===== src/rtl/ttt_pkg.sv =====
// Shared types and constants for the tic-tac-toe game controller.
// Holds cell codes, the FSM state type and the winning-line table.
package ttt_pkg;

    localparam int unsigned NUM_CELLS = 9;
    localparam int unsigned NUM_LINES = 8;

    localparam logic [3:0] LAST_CELL = 4'd8;
    localparam logic [2:0] LAST_LINE = 3'd7;
    localparam logic [3:0] FULL_MOVES = 4'd9;

    localparam logic [1:0] CELL_EMPTY = 2'b00;
    localparam logic [1:0] CELL_X     = 2'b01;
    localparam logic [1:0] CELL_O     = 2'b10;

    typedef enum logic [1:0] {IDLE, CHECK, OVER} state_t;

    // Cell n lives at bits [2n+1:2n].
    typedef logic [NUM_CELLS-1:0][1:0] board_t;

    // Listed from line 7 down to line 0 (leftmost pattern element is the top index).
    localparam logic [NUM_LINES-1:0][2:0][3:0] LINE_CELLS = '{
        '{4'd2, 4'd4, 4'd6},
        '{4'd0, 4'd4, 4'd8},
        '{4'd2, 4'd5, 4'd8},
        '{4'd1, 4'd4, 4'd7},
        '{4'd0, 4'd3, 4'd6},
        '{4'd6, 4'd7, 4'd8},
        '{4'd3, 4'd4, 4'd5},
        '{4'd0, 4'd1, 4'd2}
    };

    function automatic logic [1:0] mark_of(input logic player);
        return {player, ~player};
    endfunction

endpackage


===== src/rtl/ttt_line_check.sv =====
// Combinational test of one winning line against a mark.
// hit is high when all three cells of line_idx hold mark.
module ttt_line_check
    import ttt_pkg::*;
(
    input  board_t     board,
    input  logic [2:0] line_idx,
    input  logic [1:0] mark,
    output logic       hit
);

    always_comb begin
        hit = 1'b1;
        for (int i = 0; i < 3; i++) begin
            if (board[LINE_CELLS[line_idx][i]] != mark) begin
                hit = 1'b0;
            end
        end
    end

endmodule


===== src/rtl/ttt_game_ctrl.sv =====
// Tic-tac-toe sequencer: owns the board, validates moves, scans one line per
// clock after each placement and either hands over the turn or ends the game.
module ttt_game_ctrl
    import ttt_pkg::*;
#(
    parameter logic FIRST_PLAYER = 1'b0
) (
    input  logic        clk,
    input  logic        rst,
    input  logic        clr,
    input  logic [3:0]  cursor,
    input  logic        enter,
    input  logic [3:0]  rd_addr,
    output logic [1:0]  rd_data,
    output logic [17:0] board,
    output logic        player_turn,
    output logic        busy,
    output logic        move_reject,
    output logic        player_win,
    output logic [1:0]  winner,
    output logic [2:0]  win_line,
    output logic        draw
);

    state_t     state_q, state_d;
    board_t     board_q, board_d;
    logic [3:0] moves_q, moves_d;
    logic [2:0] line_q, line_d;
    logic       turn_q, turn_d;
    logic       reject_q, reject_d;
    logic       win_q, win_d;
    logic [1:0] winner_q, winner_d;
    logic [2:0] win_line_q, win_line_d;
    logic       draw_q, draw_d;
    logic [1:0] rd_data_q;

    logic [1:0] mark;
    logic       line_hit;
    logic       cell_free;

    assign mark = mark_of(turn_q);
    // Guard the lookup so out-of-range cursors never read a phantom cell.
    assign cell_free = (cursor <= LAST_CELL) && (board_q[cursor] == CELL_EMPTY);

    ttt_line_check u_line_check (
        .board    (board_q),
        .line_idx (line_q),
        .mark     (mark),
        .hit      (line_hit)
    );

    always_comb begin
        state_d    = state_q;
        board_d    = board_q;
        moves_d    = moves_q;
        line_d     = line_q;
        turn_d     = turn_q;
        reject_d   = 1'b0;
        win_d      = win_q;
        winner_d   = winner_q;
        win_line_d = win_line_q;
        draw_d     = draw_q;

        unique case (state_q)
            IDLE: begin
                if (enter) begin
                    if (cell_free) begin
                        board_d[cursor] = mark;
                        moves_d         = moves_q + 4'd1;
                        line_d          = 3'd0;
                        state_d         = CHECK;
                    end else begin
                        reject_d = 1'b1;
                    end
                end
            end
            CHECK: begin
                if (line_hit) begin
                    state_d    = OVER;
                    win_d      = 1'b1;
                    winner_d   = mark;
                    win_line_d = line_q;
                end else if (line_q == LAST_LINE) begin
                    if (moves_q == FULL_MOVES) begin
                        state_d = OVER;
                        draw_d  = 1'b1;
                    end else begin
                        state_d = IDLE;
                        turn_d  = ~turn_q;
                    end
                end else begin
                    line_d = line_q + 3'd1;
                end
            end
            OVER: begin
            end
            default: begin
                state_d = IDLE;
            end
        endcase
    end

    always_ff @(posedge clk) begin
        if (rst || clr) begin
            state_q    <= IDLE;
            board_q    <= '0;
            moves_q    <= 4'd0;
            line_q     <= 3'd0;
            turn_q     <= FIRST_PLAYER;
            reject_q   <= 1'b0;
            win_q      <= 1'b0;
            winner_q   <= CELL_EMPTY;
            win_line_q <= 3'd0;
            draw_q     <= 1'b0;
            rd_data_q  <= CELL_EMPTY;
        end else begin
            state_q    <= state_d;
            board_q    <= board_d;
            moves_q    <= moves_d;
            line_q     <= line_d;
            turn_q     <= turn_d;
            reject_q   <= reject_d;
            win_q      <= win_d;
            winner_q   <= winner_d;
            win_line_q <= win_line_d;
            draw_q     <= draw_d;
            rd_data_q  <= (rd_addr <= LAST_CELL) ? board_q[rd_addr] : CELL_EMPTY;
        end
    end

    assign rd_data     = rd_data_q;
    assign board       = board_q;
    assign player_turn = turn_q;
    assign busy        = (state_q == CHECK);
    assign move_reject = reject_q;
    assign player_win  = win_q;
    assign winner      = winner_q;
    assign win_line    = win_line_q;
    assign draw        = draw_q;

endmodule

===== config.mk =====
export PLATFORM = sky130hd
export DESIGN_NAME = ttt_game_ctrl
export DESIGN_NICKNAME = d
export VERILOG_FILES = /design/src/rtl/ttt_pkg.sv /design/src/rtl/ttt_line_check.sv /design/src/rtl/ttt_game_ctrl.sv
export SDC_FILE = /design/constraint.sdc
export NUM_CORES = 1
export LEC_CHECK = 0
export CORE_UTILIZATION = 55
export CTS_CLUSTER_SIZE = 24
export DETAILED_ROUTE_END_ITERATION = 8
export DONT_BUFFER_PORTS = 1
export PLACE_DENSITY = 0.76
export RECOVER_POWER = 50
export SYNTH_ARGS = -nofsm -noshare
export SYNTH_HDL_FRONTEND = slang
export SYNTH_HIERARCHICAL = 1
export SYNTH_SLANG_ARGS = --single-unit

===== constraint.sdc =====
create_clock -name clk -period 7.1 [get_ports clk]
set_clock_uncertainty 0.2 [all_clocks]
set_input_delay 1.065 -clock clk [delete_from_list [all_inputs] [get_ports clk]]
set_output_delay 1.065 -clock clk [all_outputs]
set_load 0.05 [all_outputs]

* Word level (Yosys, flattened, before mapping)
Memories as Yosys holds them, arrays and structs flattened. A register that Yosys moved wholly into a read port is not among the register bits.
Index checks and enable logic that the tools add are counted.
** Word-level totals
- Bits in registers :: 38
- Memory bits (read-only) :: 96
- Input port bits :: 12
- Output and inout port bits :: 30
- Logic and storage cells :: 95
- Memories :: 1
** Memories
- (no name shown) :: words 8, bits a word 12, rd ports 1, clocked after Yosys merged registers in 1, wr ports 0, line ttt_line_check.sv:15 : if (board[LINE_CELLS[line_idx][i]] != mark) begin
** Cells by class
- Add/sub/neg operators :: 2
- $lt $le $gt $ge :: 9
- Equal/unequal tests :: 12
- Multiplexer cells :: 31
- Bitwise gates (word level) :: 7
- Reduce and logical (&&, ||, !) cells :: 14
** Operator list (number)
- binary-select mux 2 bit (select 4 bit) :: 5
- < comparator 4 x 5 -> 1 bit, second input constant :: 5
- two-way mux 2 bit :: 11
- bitwise mux 18 bit :: 1
- two-way mux 3 bit :: 6
- two-way mux 12 bit :: 1
- AND reduction 4 bit :: 3
- demux 2 bit (select 4 bit) :: 1
- <= comparator 4 bit, second input constant :: 2
- inequality test 2 bit, second input constant :: 4
- NOT 1 bit :: 7
- inequality test 2 bit :: 3
- case mux 2 bit (3 select lines) :: 1
- case mux 3 bit (2 select lines) :: 1
- AND reduction 5 bit :: 1
- adder 4 x 1 -> 4 bit, second input constant :: 1
- == test 4 bit, second input constant :: 1
- >= comparator 4 x 1 -> 1 bit, second input constant :: 1
- zero test 2 bit :: 2
- < comparator 3 x 4 -> 1 bit, second input constant :: 1
- two-way mux 1 bit :: 4
- adder 3 x 1 -> 3 bit, second input constant :: 1
- == test 3 bit, second input constant :: 1
- inequality test 3 x 1 -> 1 bit, second input constant :: 1
- other kinds (9) :: 10

* Longest topological paths before layout
- Depth after elaboration :: 12
- Mapped depth :: 16
- Depth with buffers taken out :: 13

* By module
The synthesis kept the hierarchy.
** Modules (own cells, without submodules)
- ttt_game_ctrl :: instances 1, cells each 203, area each 1771.7 um^2, seq. area each 760.7 um^2
- ttt_line_check :: instances 1, cells each 89, area each 834.6 um^2, seq. area each 0.0 um^2

* Worst setup path after synthesis
OpenSTA, ideal clock, no wires.
- Path kind :: register -> register
- Start :: register line_q[0]
- End :: register line_q[1]
- Library setup time :: 126 ps
- Data arrival time :: 3469 ps
- Data required time :: 6774 ps
- Setup slack :: 3306 ps
- Stages on the path, launching flop included :: 17
- Path buffers :: 3
- Clock period less this slack :: 3794 ps
- Cells stage by stage :: dfxtp_1 -> clkbuf_8 -> inv_1 -> ha_1 -> clkbuf_2 -> mux2i_1 -> mux4_2 -> a221oi_1 -> a41oi_1 -> nand3_1 -> a2111oi_2 -> clkbuf_1 -> or3b_2 -> a21oi_1 -> nor2_1 -> a22oi_1 -> o21ai_0
** Between the ends
- Word-level cells in the longest chain between the ends :: 4
- Elaborated cells between the ends (all ways) :: 7
- Classes of those cells :: add/sub: 1; eq/ne: 2; mux: 3; reduce/logical: 1
** RTL lines
- start, declared :: line ttt_game_ctrl.sv:28 : logic [2:0] line_q, line_d;
- start signal, assigned :: line ttt_game_ctrl.sv:120 : line_q <= line_d;
- adder 3 x 1 -> 3 bit :: line ttt_game_ctrl.sv:92 : line_d = line_q + 3'd1;
- two-way mux 3 bit :: line ttt_game_ctrl.sv:83 : end else if (line_q == LAST_LINE) begin
- two-way mux 3 bit :: line ttt_game_ctrl.sv:78 : if (line_hit) begin
- case mux 3 bit (2 select lines) :: line ttt_game_ctrl.sv:64 : unique case (state_q)
Parallel ways exist; a longest one is shown, timed or not. The select of a mux whose other input is x is not followed.
A chain may end at the register's enable or synchronous reset.

* Worst setup path in the final report
Same ends and word-level chain as after synthesis.

==> summary.txt <==
Power
  • Worst vdd ir: between 0.0001 and 0.00015 V
  • Leak pwr: approximately 0.94 nW
  • PwrDens: slightly below 200 nW/um2
  • Total power: 0.514 mW

Worst setup path
  • FF-to-FF End: line_q[1]$_SDFFE_PP0P_
  • R2R Setup Slk: approximately 2500 ps
  • Arrival @ worst endpoint: around 4700 ps
  • Slowest-stage cell, CP: a2111oi_2
  • Max incr delay on CP: approximately 770 ps
  • Delay-heaviest family, CP: compound AO/OA/AOI/OAI gates
  • Setup crit start kind: flip-flop
  • Critical path data required time: ~7100 ps
  • Worst R2R Path Depth: 12
  • Critical R2R Launch: line_q[0]$_SDFFE_PP0P_
  • Maximum fanout along the worst path: 15
  • Cells along the critical path: ha_1 > mux2_2 > a222oi_1 > xor2_1 > nand4b_1 > a31o_1 > a2111oi_2 > or3b_2 > a21oi_1 > nor2_1 > a22oi_1 > o21ai_0
  • WS Path Type: flip-flop to flip-flop
  • Worst Path Buf+Inv: 0
  • Crit. End Element: flip-flop

Die
  • I/O pins: between 40 and 50
  • Die Y: a little over 70 um
  • Initial core utilization: between 50% and 60%
  • Die ar.: between 5000 and 6000 um2
  • Core area: ~4400 um2
  • Die W: 70.8 um
  • FP Rows: 24

STA
  • Rel. slew slack: 31.0%
  • # setup viols final: 0
  • Final WS setup: around 2500 ps
  • Fin crit share: between 60% and 70%
  • Total negative slack: 0 ps
  • Final Max Slew Viols: 0
  • RSZ-0062 raised after global routing: false
  • Fmax: approximately 220 MHz
  • Worst slew pin tran: 1030 ps
  • Post-route minimum period: between 4000 and 5000 ps
  • Final Hold Viols: 0

Cells and area
  • Fillers: about 410
  • Final Cell Area: approximately 2600 um2
  • Finished Layout Cells: approximately 330
  • Fraction of layout cells with a size suffix above 1: a little over an eighth
  • Layout net count: roughly 300
  • Layout area overhead: 1.06%
  • FF+latch area: ~760 um2
  • Area of the multi-input gates: ~1700 um2
  • N_diodes: 0

Global routing
  • First-pass GRT wire length: approximately 11 mm
  • Vias in the first global route: between 2,000 and 2,500
  • Grt total ovfl: 0
  • Total track usage: between 20% and 30%
  • Initial antenna violation count: 0
  • Pin count of the biggest net entering global routing: 33

Yosys
  • Top_reg_cell synth: dfxtp_1
  • Yosys reg bits: 38
  • Async SR Flop Fraction: 0%
  • Synth top cells by count: nor2_1, dfxtp_1, a21oi_1
  • Mean area per synthesized cell: approximately 8.9 um2
  • Synth Net Count: around 310
  • Area share of fa/ha/maj cells after synthesis: 3.84%
  • Most common cell in the netlist: nor2_1
  • Post-synth cell types: between 60 and 70
  • Yosys warns: 6
  • Mux contribution to synthesized area: between 10% and 20%
  • Post-synth EDFFs: 0
  • Synth Cell Area: 2610 um2
  • Area contributors post-synth: dfxtp_1, mux4_2, nor2_1
  • Largest family of logic cells by synthesized area: compound AO/OA/AOI/OAI gates
  • Post-synthesis compound-gate area fraction: between 20% and 30%
  • Post-Synth XOR/XNOR Area: 0.672%
  • Register area share after synthesis: around 30%
  • Top cell type's share of synthesized area: 29.2%
  • Leading area contributor after synthesis: dfxtp_1
  • Syn Inst Count: a little under 300
  • Synth Area in Simple Gates: around a fifth

Hold path
  • Hold Crit Start: moves_q[3]$_SDFFE_PP0P_
  • WHS Path Cells: 2
  • Hold endpoint: moves_q[3]$_SDFFE_PP0P_
  • Min-delay worst type: flip-flop to flip-flop

Route
  • Post-route DRC: 0
  • Total number of vias: about 2,300
  • DRT iter0 DRCs: about 210
  • Drt pass-1 iters: 7
  • Post-route ant nets: 0
  • DRT Wirelength: between 6 and 7 mm
  • Via count normalized by instance count: approximately 7
  • Post-DR wirelength/cell: approximately 20 um

Clock network
  • CTS tree: yes
  • # clock sinks: 38
  • Maximum clock insertion buffer count: 2
  • Post-CTS Resized: 0
  • CTS buffer count: 5
  • Hold_buf cts: 0
  • Clock Latency Late Sink: 300 ps
  • Postcts setup bufs: 0
  • CTS HTree Levels: 2
  • Clk root buf: clkbuf_8
  • Worst-path clk slew: 90 ps

Outcome
  • Outcome: finished clean

Placement
  • Post-DP HPWL: 4.63 mm
  • Cells after DPL: between 300 and 400
  • Worst slack at placement: roughly 2600 ps
  • DP Area: roughly 2500 um2
  • Gpl congestion: ~0.9
  • Port bufs: 0

Job
  • Max cap viols: 0
worst min-delay path, delay by kind of cell (launching register included):
kind / cells / cell delay [ps]
compound gates: 2 / 120
flops: 1 / 330
worst max path at each step:
stage                                 startpoint                endpoint  slack, ps  cells after the start
after global placement    line_q[0]$_SDFFE_PP0P_  winner[1]$_SDFFE_PP0P_       2680                     12
after CTS                 line_q[0]$_SDFFE_PP0P_  line_q[0]$_SDFFE_PP0P_       2520                     12
after detailed placement  line_q[0]$_SDFFE_PP0P_  winner[1]$_SDFFE_PP0P_       2550                     10
after floorplan           line_q[0]$_SDFFE_PP0P_  line_q[1]$_SDFFE_PP0P_       3310                     16
after global routing      line_q[0]$_SDFFE_PP0P_  line_q[0]$_SDFFE_PP0P_       2050                     12
final                     line_q[0]$_SDFFE_PP0P_  line_q[1]$_SDFFE_PP0P_       2460                     12
metal layers:
metal	GRT usage (%)	up-vias	wire length (um)
li1	-	1067	-
met1	37.9	1116	2810
met2	43.3	102	3080
met3	8.83	12	570
met4	9.56	0	108
met5	0	-	0
power by group:
group	total (mW)	internal, mW	leakage [nW]	switching (mW)
clock	0.187	0.105	0.0514	0.0825
combinational	0.0977	0.0411	0.582	0.0566
sequential	0.229	0.216	0.306	0.0127
total	0.514	0.362	0.939	0.152
area by class of cell:
| class | instances | share of cell area [%] |
|---|---|---|
| clock inverters | 2 | 1.43 |
| multi-input cells | 225 | 62.9 |
| well taps | 52 | 2.47 |
| repair buffers | 1 | 0.143 |
| clock buffers | 6 | 2.76 |
| flip-flops and latches | 38 | 28.9 |
| inverters | 10 | 1.43 |
state kept, by name, summed over array words and instances, names as in the netlist:
| signal | flops |
|---|---|
| board | 18 |
| moves_q | 4 |
| line_q | 3 |
| win_line | 3 |
| rd_data | 2 |
| state_q | 2 |
| winner | 2 |
| draw | 1 |
| move_reject | 1 |
| player_turn | 1 |
| player_win | 1 |
through the flow:
| step | util [%] | hold slack [ps] |
|---|---|---|
| floorplan | - | 248 |
| global placement | 57.3 | 264 |
| finish | 59.3 | 293 |
| CTS | 59.8 | 286 |
| global route | 59.3 | 322 |
| detailed placement | 57.3 | 275 |
cells in the final DEF (no fill, tap or decap), drive strengths merged, types with 2 or more instances in the layout:
cell type,count
mux4,12
dfxtp,38
a21oi,31
mux2,8
o21ai,8
or4,2
a22oi,2
and3b,2
nand3,6
clkbuf,7
nand2,12
a222oi,2
nor2b,4
nand2b,6
and2,2
or3,3
o211ai,2
nor2,45
or2,4
nor3,11
a31o,2
ha,8
a32o,8
inv,9
o32ai,2
a221oi,3
o22ai,5
mux2i,12
logic make-up after synthesis:
group / Yosys count
multiplexers: 32
AND/OR/NAND/NOR: 104
flip-flops: 38
adder cells (fa/ha/maj): 8
buffers and inverters: 29
AO/OA/AOI/OAI: 79
XOR/XNOR: 2
Note: power is estimated with default switching activity, not from simulation.
